`src/rtl/mul_arbiter_pkg.sv`:
```
// Shared definitions for the multiplier arbiter.
//   arb_state_e : FSM state encoding (IDLE=0, ISSUE=1, WAIT=2, RESP=3)
//   clog2       : index width helper, never returns less than 1
package mul_arbiter_pkg;

  typedef enum logic [1:0] {
    ST_IDLE  = 2'd0,
    ST_ISSUE = 2'd1,
    ST_WAIT  = 2'd2,
    ST_RESP  = 2'd3
  } arb_state_e;

  function automatic int clog2(input int n);
    int r;
    int v;
    r = 0;
    v = n - 1;
    while (v > 0) begin
      r++;
      v = v >> 1;
    end
    return (r == 0) ? 1 : r;
  endfunction

endpackage

```
`src/rtl/mul_arbiter_if.sv`:
```
// Requester-side bus of the multiplier arbiter.
//   req/req_a/req_b          : per-requester request and packed operands
//   ack/resp_valid/resp_id   : one-cycle completion strobe and requester index
//   resp_data/resp_err       : product (held) and timeout flag
//   busy                     : arbiter is not idle
interface mul_arbiter_if
  import mul_arbiter_pkg::*;
#(
  parameter int N_REQ   = 4,
  parameter int C_WIDTH = 16,
  parameter int ID_W    = clog2(N_REQ)
) ();

  logic [N_REQ-1:0]         req;
  logic [N_REQ*C_WIDTH-1:0] req_a;
  logic [N_REQ*C_WIDTH-1:0] req_b;
  logic [N_REQ-1:0]         ack;
  logic                     resp_valid;
  logic [ID_W-1:0]          resp_id;
  logic [C_WIDTH-1:0]       resp_data;
  logic                     resp_err;
  logic                     busy;

  modport master (
    output req, req_a, req_b,
    input  ack, resp_valid, resp_id, resp_data, resp_err, busy
  );

  modport slave (
    input  req, req_a, req_b,
    output ack, resp_valid, resp_id, resp_data, resp_err, busy
  );

endinterface

```
`src/rtl/mul_rr_pick.sv`:
```
// Combinational round-robin selector.
//   req_i : request vector
//   ptr_i : highest-priority index
//   gnt_o : first set request at or above ptr_i, wrapping
//   any_o : at least one request set
module mul_rr_pick #(
  parameter int N_REQ = 4,
  parameter int ID_W  = 2
) (
  input  logic [N_REQ-1:0] req_i,
  input  logic [ID_W-1:0]  ptr_i,
  output logic [ID_W-1:0]  gnt_o,
  output logic             any_o
);

  // Scan from the farthest offset down so the nearest hit is written last.
  always_comb begin
    gnt_o = '0;
    any_o = 1'b0;
    for (int off = N_REQ - 1; off >= 0; off--) begin
      if (req_i[ID_W'((int'(ptr_i) + off) % N_REQ)]) begin
        gnt_o = ID_W'((int'(ptr_i) + off) % N_REQ);
        any_o = 1'b1;
      end
    end
  end

endmodule

```
`src/rtl/multiplier.sv`:
```
// Multi-cycle unsigned multiplier shared by the arbiter.
//   clk, reset (async, active-low)
//   trigger : start with a/b, accepted only while ready
//   y       : product (low half, or Q1.(C_WIDTH-1) when FIXED_POINT != 0)
//   done    : one-cycle pulse when y is valid
//   ready   : idle, can accept a trigger
// MUL_TYPE 3 is a serial shift-add (latency C_WIDTH+1); others use one
// registered full multiply (latency 1).
module multiplier #(
  parameter int C_WIDTH     = 16,
  parameter int FIXED_POINT = 0,
  parameter int MUL_TYPE    = 3
) (
  input  logic               clk,
  input  logic               reset,
  input  logic               trigger,
  input  logic [C_WIDTH-1:0] a,
  input  logic [C_WIDTH-1:0] b,
  output logic [C_WIDTH-1:0] y,
  output logic               done,
  output logic               ready
);

  localparam int P_W   = 2 * C_WIDTH;
  localparam int CNT_W = $clog2(C_WIDTH + 1);

  logic [P_W-1:0]     acc_q, mcand_q, acc_d;
  logic [C_WIDTH-1:0] mplier_q, y_q;
  logic [CNT_W-1:0]   cnt_q;
  logic               run_q, done_q;

  function automatic logic [C_WIDTH-1:0] scale(input logic [P_W-1:0] p);
    if (FIXED_POINT != 0) return p[P_W-2 -: C_WIDTH];
    else                  return p[C_WIDTH-1:0];
  endfunction

  assign acc_d = mplier_q[0] ? acc_q + mcand_q : acc_q;

  always_ff @(posedge clk or negedge reset) begin
    if (!reset) begin
      acc_q    <= '0;
      mcand_q  <= '0;
      mplier_q <= '0;
      cnt_q    <= '0;
      run_q    <= 1'b0;
      done_q   <= 1'b0;
      y_q      <= '0;
    end else begin
      done_q <= 1'b0;
      if (run_q) begin
        acc_q    <= acc_d;
        mcand_q  <= mcand_q << 1;
        mplier_q <= mplier_q >> 1;
        cnt_q    <= cnt_q - CNT_W'(1);
        if (cnt_q == CNT_W'(1)) begin
          run_q  <= 1'b0;
          done_q <= 1'b1;
          y_q    <= scale(acc_d);
        end
      end else if (trigger) begin
        if (MUL_TYPE == 3) begin
          acc_q    <= '0;
          mcand_q  <= {{C_WIDTH{1'b0}}, a};
          mplier_q <= b;
          cnt_q    <= CNT_W'(C_WIDTH);
          run_q    <= 1'b1;
        end else begin
          done_q <= 1'b1;
          y_q    <= scale(P_W'(a) * P_W'(b));
        end
      end
    end
  end

  assign y     = y_q;
  assign done  = done_q;
  assign ready = ~run_q;

endmodule

```
`src/rtl/mul_arbiter.sv`:
```
// Round-robin arbiter sharing one multiplier among N_REQ requesters.
//   ctl_clk : clock
//   reset   : async, active-low; also resets the multiplier
//   bus     : requester bus (slave side), see mul_arbiter_if
// All bus outputs are registered.
//
// state | meaning
// IDLE  | wait for a request while the multiplier is ready; latch grant and operands
// ISSUE | trigger high for this one cycle; watchdog cleared
// WAIT  | wait for done, or abort after TIMEOUT cycles
// RESP  | ack/resp_valid high; pointer moves past the grant
module mul_arbiter
  import mul_arbiter_pkg::*;
#(
  parameter int C_WIDTH     = 16,
  parameter int FIXED_POINT = 0,
  parameter int MUL_TYPE    = 3,
  parameter int N_REQ       = 4,
  parameter int TIMEOUT     = 64
) (
  input  logic        ctl_clk,
  input  logic        reset,
  mul_arbiter_if.slave bus
);

  localparam int ID_W  = clog2(N_REQ);
  localparam int CNT_W = clog2(TIMEOUT);

  arb_state_e         state_q;
  logic [ID_W-1:0]    ptr_q, gnt_q, pick_gnt, id_q;
  logic               pick_any;
  logic [C_WIDTH-1:0] op_a_q, op_b_q, sel_a, sel_b, data_q, mul_y;
  logic [CNT_W-1:0]   cnt_q;
  logic [N_REQ-1:0]   ack_q;
  logic               trig_q, valid_q, err_q, busy_q;
  logic               mul_done, mul_ready;

  mul_rr_pick #(.N_REQ(N_REQ), .ID_W(ID_W)) u_pick (
    .req_i (bus.req),
    .ptr_i (ptr_q),
    .gnt_o (pick_gnt),
    .any_o (pick_any)
  );

  always_comb begin
    sel_a = '0;
    sel_b = '0;
    for (int i = 0; i < N_REQ; i++) begin
      if (pick_gnt == ID_W'(i)) begin
        sel_a = bus.req_a[i*C_WIDTH +: C_WIDTH];
        sel_b = bus.req_b[i*C_WIDTH +: C_WIDTH];
      end
    end
  end

  multiplier #(
    .C_WIDTH     (C_WIDTH),
    .FIXED_POINT (FIXED_POINT),
    .MUL_TYPE    (MUL_TYPE)
  ) u_mul (
    .clk     (ctl_clk),
    .reset   (reset),
    .trigger (trig_q),
    .a       (op_a_q),
    .b       (op_b_q),
    .y       (mul_y),
    .done    (mul_done),
    .ready   (mul_ready)
  );

  always_ff @(posedge ctl_clk or negedge reset) begin
    if (!reset) begin
      state_q <= ST_IDLE;
      ptr_q   <= '0;
      gnt_q   <= '0;
      op_a_q  <= '0;
      op_b_q  <= '0;
      trig_q  <= 1'b0;
      cnt_q   <= '0;
      ack_q   <= '0;
      valid_q <= 1'b0;
      id_q    <= '0;
      data_q  <= '0;
      err_q   <= 1'b0;
      busy_q  <= 1'b0;
    end else begin
      case (state_q)
        ST_IDLE: begin
          if (pick_any && mul_ready) begin
            gnt_q   <= pick_gnt;
            op_a_q  <= sel_a;
            op_b_q  <= sel_b;
            trig_q  <= 1'b1;
            busy_q  <= 1'b1;
            state_q <= ST_ISSUE;
          end
        end
        ST_ISSUE: begin
          trig_q  <= 1'b0;
          cnt_q   <= '0;
          state_q <= ST_WAIT;
        end
        ST_WAIT: begin
          // done wins over the watchdog when both land on the last cycle
          if (mul_done || cnt_q == CNT_W'(TIMEOUT - 1)) begin
            data_q  <= mul_done ? mul_y : '0;
            err_q   <= ~mul_done;
            ack_q   <= N_REQ'(1) << gnt_q;
            valid_q <= 1'b1;
            id_q    <= gnt_q;
            state_q <= ST_RESP;
          end else begin
            cnt_q <= cnt_q + CNT_W'(1);
          end
        end
        ST_RESP: begin
          ack_q   <= '0;
          valid_q <= 1'b0;
          err_q   <= 1'b0;
          busy_q  <= 1'b0;
          ptr_q   <= (gnt_q == ID_W'(N_REQ - 1)) ? '0 : gnt_q + ID_W'(1);
          state_q <= ST_IDLE;
        end
        default: state_q <= ST_IDLE;
      endcase
    end
  end

  assign bus.ack        = ack_q;
  assign bus.resp_valid = valid_q;
  assign bus.resp_id    = id_q;
  assign bus.resp_data  = data_q;
  assign bus.resp_err   = err_q;
  assign bus.busy       = busy_q;

endmodule

```
`src/flat_wrapper.sv`:
```
// flat-port wrapper written by rule: the top's interface ports become plain ports
module mul_arbiter_flat import mul_arbiter_pkg::*;
#(
  parameter int C_WIDTH     = 16,
  parameter int FIXED_POINT = 0,
  parameter int MUL_TYPE    = 3,
  parameter int N_REQ       = 4,
  parameter int TIMEOUT     = 64
)
  (ctl_clk, reset, bus_req, bus_req_a, bus_req_b, bus_ack, bus_resp_valid, bus_resp_id, bus_resp_data, bus_resp_err, bus_busy);
  mul_arbiter_if #(.N_REQ(N_REQ), .C_WIDTH(C_WIDTH)) bus_i ();
  input  logic ctl_clk;
  input  logic reset;
  input wire logic [$bits(bus_i.req)-1:0] bus_req;
  input wire logic [$bits(bus_i.req_a)-1:0] bus_req_a;
  input wire logic [$bits(bus_i.req_b)-1:0] bus_req_b;
  output wire logic [$bits(bus_i.ack)-1:0] bus_ack;
  output wire logic [$bits(bus_i.resp_valid)-1:0] bus_resp_valid;
  output wire logic [$bits(bus_i.resp_id)-1:0] bus_resp_id;
  output wire logic [$bits(bus_i.resp_data)-1:0] bus_resp_data;
  output wire logic [$bits(bus_i.resp_err)-1:0] bus_resp_err;
  output wire logic [$bits(bus_i.busy)-1:0] bus_busy;
  assign bus_i.req = bus_req;
  assign bus_i.req_a = bus_req_a;
  assign bus_i.req_b = bus_req_b;
  assign bus_ack = bus_i.ack;
  assign bus_resp_valid = bus_i.resp_valid;
  assign bus_resp_id = bus_i.resp_id;
  assign bus_resp_data = bus_i.resp_data;
  assign bus_resp_err = bus_i.resp_err;
  assign bus_busy = bus_i.busy;
  mul_arbiter #(.C_WIDTH(C_WIDTH), .FIXED_POINT(FIXED_POINT), .MUL_TYPE(MUL_TYPE), .N_REQ(N_REQ), .TIMEOUT(TIMEOUT)) u_core (.ctl_clk(ctl_clk), .reset(reset), .bus(bus_i));
endmodule
```
`config.mk`:
```
export PLATFORM = sky130hd
export DESIGN_NAME = mul_arbiter_flat
export DESIGN_NICKNAME = d
export VERILOG_FILES = /design/src/rtl/mul_arbiter_pkg.sv /design/src/rtl/mul_arbiter_if.sv /design/src/rtl/mul_rr_pick.sv /design/src/rtl/multiplier.sv /design/src/rtl/mul_arbiter.sv /design/src/flat_wrapper.sv
export SDC_FILE = /design/constraint.sdc
export NUM_CORES = 1
export LEC_CHECK = 0
export ABC_AREA = 1
export CORE_ASPECT_RATIO = 1.75
export CORE_MARGIN = 1
export CORE_UTILIZATION = 57
export DETAILED_ROUTE_END_ITERATION = 16
export GPL_TIMING_DRIVEN = 0
export HOLD_SLACK_MARGIN = 0.03
export PLACE_DENSITY = 0.87
export SYNTH_ARGS = -nofsm -noshare
export SYNTH_HDL_FRONTEND = slang
export SYNTH_HIERARCHICAL = 1
export SYNTH_SLANG_ARGS = --single-unit
export TNS_END_PERCENT = 20
```
`constraint.sdc`:
```
create_clock -name ctl_clk -period 5 [get_ports ctl_clk]
set_clock_uncertainty 0.15 [all_clocks]
set_input_delay 1 -clock ctl_clk [delete_from_list [all_inputs] [get_ports ctl_clk]]
set_output_delay 1 -clock ctl_clk [all_outputs]
set_load 0.02 [all_outputs]
```
==> run_results.csv <==
group,metric,value,unit
synthesis,synth_cell_types,43,
worst_setup_path,critical_path_class,"in -> reg",
drt,vias_per_cell,5.29,
sta,rsz0062_at_grt,"false",
sta,slew_headroom,0.539,
clock_network,cts.path.max_buffers,2,
sta,fin_crit_sh,0.588,
clock_network,cts_tree,"yes",
clock_network,cts_resized,0,
clock_network,cts.sinks,141,
job,drv_cap,0,
floorplan,fp-row-count,57,
worst_setup_path,reg2reg_slack,2.48,ns
outcome,status,"finished clean",
clock_network,clk_pin_slew_worst_paths,0.06,ns
worst_setup_path,worstPathMaxFanout,10,
floorplan,die_w,91.6,um
synthesis,ys_warn_count,6,
drt,dr.pass1.iters,4,
place,io_buffers,158,
power_and_ir_drop,power,6.26,mW
clock_network,cts_buffers,17,
clock_network,clkLatencyLatePin,0.42,ns
final_layout,nNetsFinal,1414,
sta,slew_viol_final,0,
global_routing,gr-total-overflow,0,
worst_setup_path,ff2ff_path_depth,8,
global_routing,grt_pass1_wl,34500,um
worst_setup_path,critPathCaptureType,"register",
final_layout,final_cells,1442,
final_layout,layout-drive-gt1-share,0.0980,
place,place_hpwl,14900,um
synthesis,synthesis.nets,1236,
global_routing,grt_usage,0.298,
floorplan,initial_core_util,0.579,
final_layout,finalInstanceArea,10500,um2
clock_network,htreeDepth,4,
synthesis,syn_inst,1074,
sta,worstMarginPinSlew,0.691,ns
global_routing,grt_max_degree,79,
power_and_ir_drop,leakage,5.26,nW
drt,wl_per_cell,14.0,um
place,place_area,9840,um2
clock_network,root_buffer,"clkbuf_16",
sta,finalSetupViolations,0,
final_layout,diodes,0,
worst_setup_path,worstPathArrival,3.15,ns
clock_network,postCtsSetupBuffers,0,
floorplan,io_pins,159,
worst_hold_path,hold-path-endpoint,"u_core/bus.resp_data[12]$_DFFE_PN0P_",
synthesis,seq_area_frac_synth,0.440,
drt,drtIter0Drc,382,
synthesis,avgSynthCellArea,7.46,um2
drt,via_count,7629,
worst_hold_path,hold_path_class,"reg -> reg",
worst_setup_path,r2r-start,"u_core/u_mul/run_q$_DFF_PN0_",
floorplan,die_height,159,um
synthesis,synth.area.top_cells,"dfrtp_1 44%, nand2_1 23%, nand3_1 5.4%",
clock_network,cts-hold-fix-buffers,0,
drt,drc,0,
worst_hold_path,hold_path_depth,2,
synthesis,yosys_register_bits,141,
final_layout,areaGrowthSynthToFinish,30.5,%
floorplan,core_area,13800,um2
sta,hold_viol_final,0,
worst_setup_path,crit_required,5.21,ns
synthesis,synth_area_leader_cell,"dfrtp_1",
worst_hold_path,hold_path.startpoint,"u_core/bus.resp_data[12]$_DFFE_PN0P_",
place,dp_cells,1410,
sta,holdWs,0.318,ns
synthesis,synth.cell_area,8010,um2
power_and_ir_drop,ir_drop,0.000525,V
drt,totalWireLength,20200,um
global_routing,antenna_found_initial,0,
floorplan,die_area,14600,um2
place,gp_congestion,0.885,
power_and_ir_drop,power_density,598,nW/um2
drt,ant_nets,0,
sta,max_freq,340,MHz
worst_setup_path,start_kind,"input port",
synthesis,synth_top_area_share,0.440,
worst_setup_path,worst_r2r_endpoint,"u_core/op_b_q[14]$_DFFE_PN0P_",
sta,final.min_clock_period,2.94,ns
global_routing,grt_pass1_vias,7680,
power breakdown:
| group | internal [mW] | total (mW) | switching [mW] |
|---|---|---|---|
| Combinational | 1.13 | 3.06 | 1.93 |
| Clock | 0.796 | 1.31 | 0.512 |
| Sequential | 1.58 | 1.89 | 0.314 |
| Total | 3.50 | 6.26 | 2.76 |
cell usage in the layout, fill, tap and decap left out, drive strengths merged:
master and n:
dfrtp 141, o221ai 10, o22ai 4, nand2 516
clkinv 5, fa 1, nor2 23, and2 2
bufinv 3, clkdlybuf4s50 157, a2bb2oi 2, and3 1
nand4 39, nand3b 2, o21ai 35, clkbuf 35
a22oi 9, buf 31, inv 93, nand3 94
xor2 3, ha 27, clkinvlp 3, a22o 1
o31ai 1, o211ai 2, a21oi 8, or2 11
nor3 3, xnor2 3
cell families (layout without fill, tap and decap cells):
| logic type | after synthesis | in the layout | share of synthesized area |
|---|---|---|---|
| flip-flops | 141 | 141 | 0.440 |
| XOR/XNOR | 6 | 6 | 0.00656 |
| AO/OA/AOI/OAI | 72 | 72 | 0.0564 |
| AND/OR/NAND/NOR | 691 | 691 | 0.374 |
| buffers and inverters | 136 | 327 | 0.0781 |
| adder cells (fa/ha/maj) | 28 | 28 | 0.0447 |
how the worst max path moves through the flow:
stage                    start                       endpoint  depth (start not counted)
finish              bus_req[1]  u_core/op_b_q[13]$_DFFE_PN0P_                         14
global route        bus_req[3]   u_core/op_a_q[1]$_DFFE_PN0P_                         14
CTS                 bus_req[3]   u_core/op_b_q[8]$_DFFE_PN0P_                         14
detailed placement  bus_req[1]  u_core/op_b_q[13]$_DFFE_PN0P_                         14
global placement         reset   u_core/op_b_q[5]$_DFFE_PN0P_                          1
floorplan           bus_req[1]   u_core/op_a_q[0]$_DFFE_PN0P_                         15
cells in the mapped netlist, drive strengths merged:
cell type and n:
nand2 516, a22oi 9, a22o 1, and3 1, nand4 39, clkbuf 17, and2 2, nand3b 2
a21oi 8, nor2 23, o221ai 10, o31ai 1, nor3 3, buf 29, or2 11, a2bb2oi 2
xnor2 3, o211ai 2, nand3 94, fa 1, clkinv 2, dfrtp 141, xor2 3, o21ai 35
inv 88, o22ai 4, ha 27
layout make-up:
class | instances | area (um2)
Buffer | 46 | 285
Clock buffer | 18 | 429
Clock inverter | 14 | 185
Fill cell | 1062 | 3380
Inverter | 90 | 340
Multi-Input combinational cell | 797 | 3860
Sequential cell | 141 | 3530
Tap cell | 177 | 221
Timing Repair Buffer | 159 | 1610
stage by stage:
step / setup WS [ns] / utilization / setup TNS [ns]
global placement: -2.58 / 0.709 / -361.57
detailed placement: 1.73 / 0.712 / 0
floorplan: 2.58 / - / 0
finish: 2.06 / 0.756 / 0
global route: 1.91 / 0.756 / 0
CTS: 2.16 / 0.756 / 0
worst max-delay path, stage by stage:
cell,delay [ns]
clkdlybuf4s50_1,0.46
inv_1,0.05
o21ai_1,0.17
nand2_1,0.11
nand3_2,0.09
nand2_1,0.05
nand2_1,0.05
nand2_1,0.13
nor2_1,0.38
buf_2,0.32
nand2_1,0.07
nand4_1,0.12
nand2_1,0.07
nand2_1,0.07
layer usage:
metal,routed length [um],GRT usage,vias up
li1,-,-,3801
met1,7500,0.312,3502
met2,11000,0.555,267
met3,742,0.0421,59
met4,934,0.167,0
met5,0,0,-
state kept, by name, summed over array words and instances (netlist names):
register and flops:
u_core/bus.resp_data 16, u_core/op_a_q 16, u_core/op_b_q 16, u_core/u_mul/acc_q 16, u_core/u_mul/mcand_q 16, u_core/u_mul/mplier_q 16, u_core/u_mul/y 16, u_core/cnt_q 6
u_core/u_mul/cnt_q 5, u_core/bus.ack 4, u_core/bus.resp_id 2, u_core/gnt_q 2, u_core/ptr_q 2, u_core/state_q 2, u_core/bus.busy 1, u_core/bus.resp_err 1
u_core/bus.resp_valid 1, u_core/trig_q 1, u_core/u_mul/done 1, u_core/u_mul/run_q 1
Power figures use the tool's default switching activity.
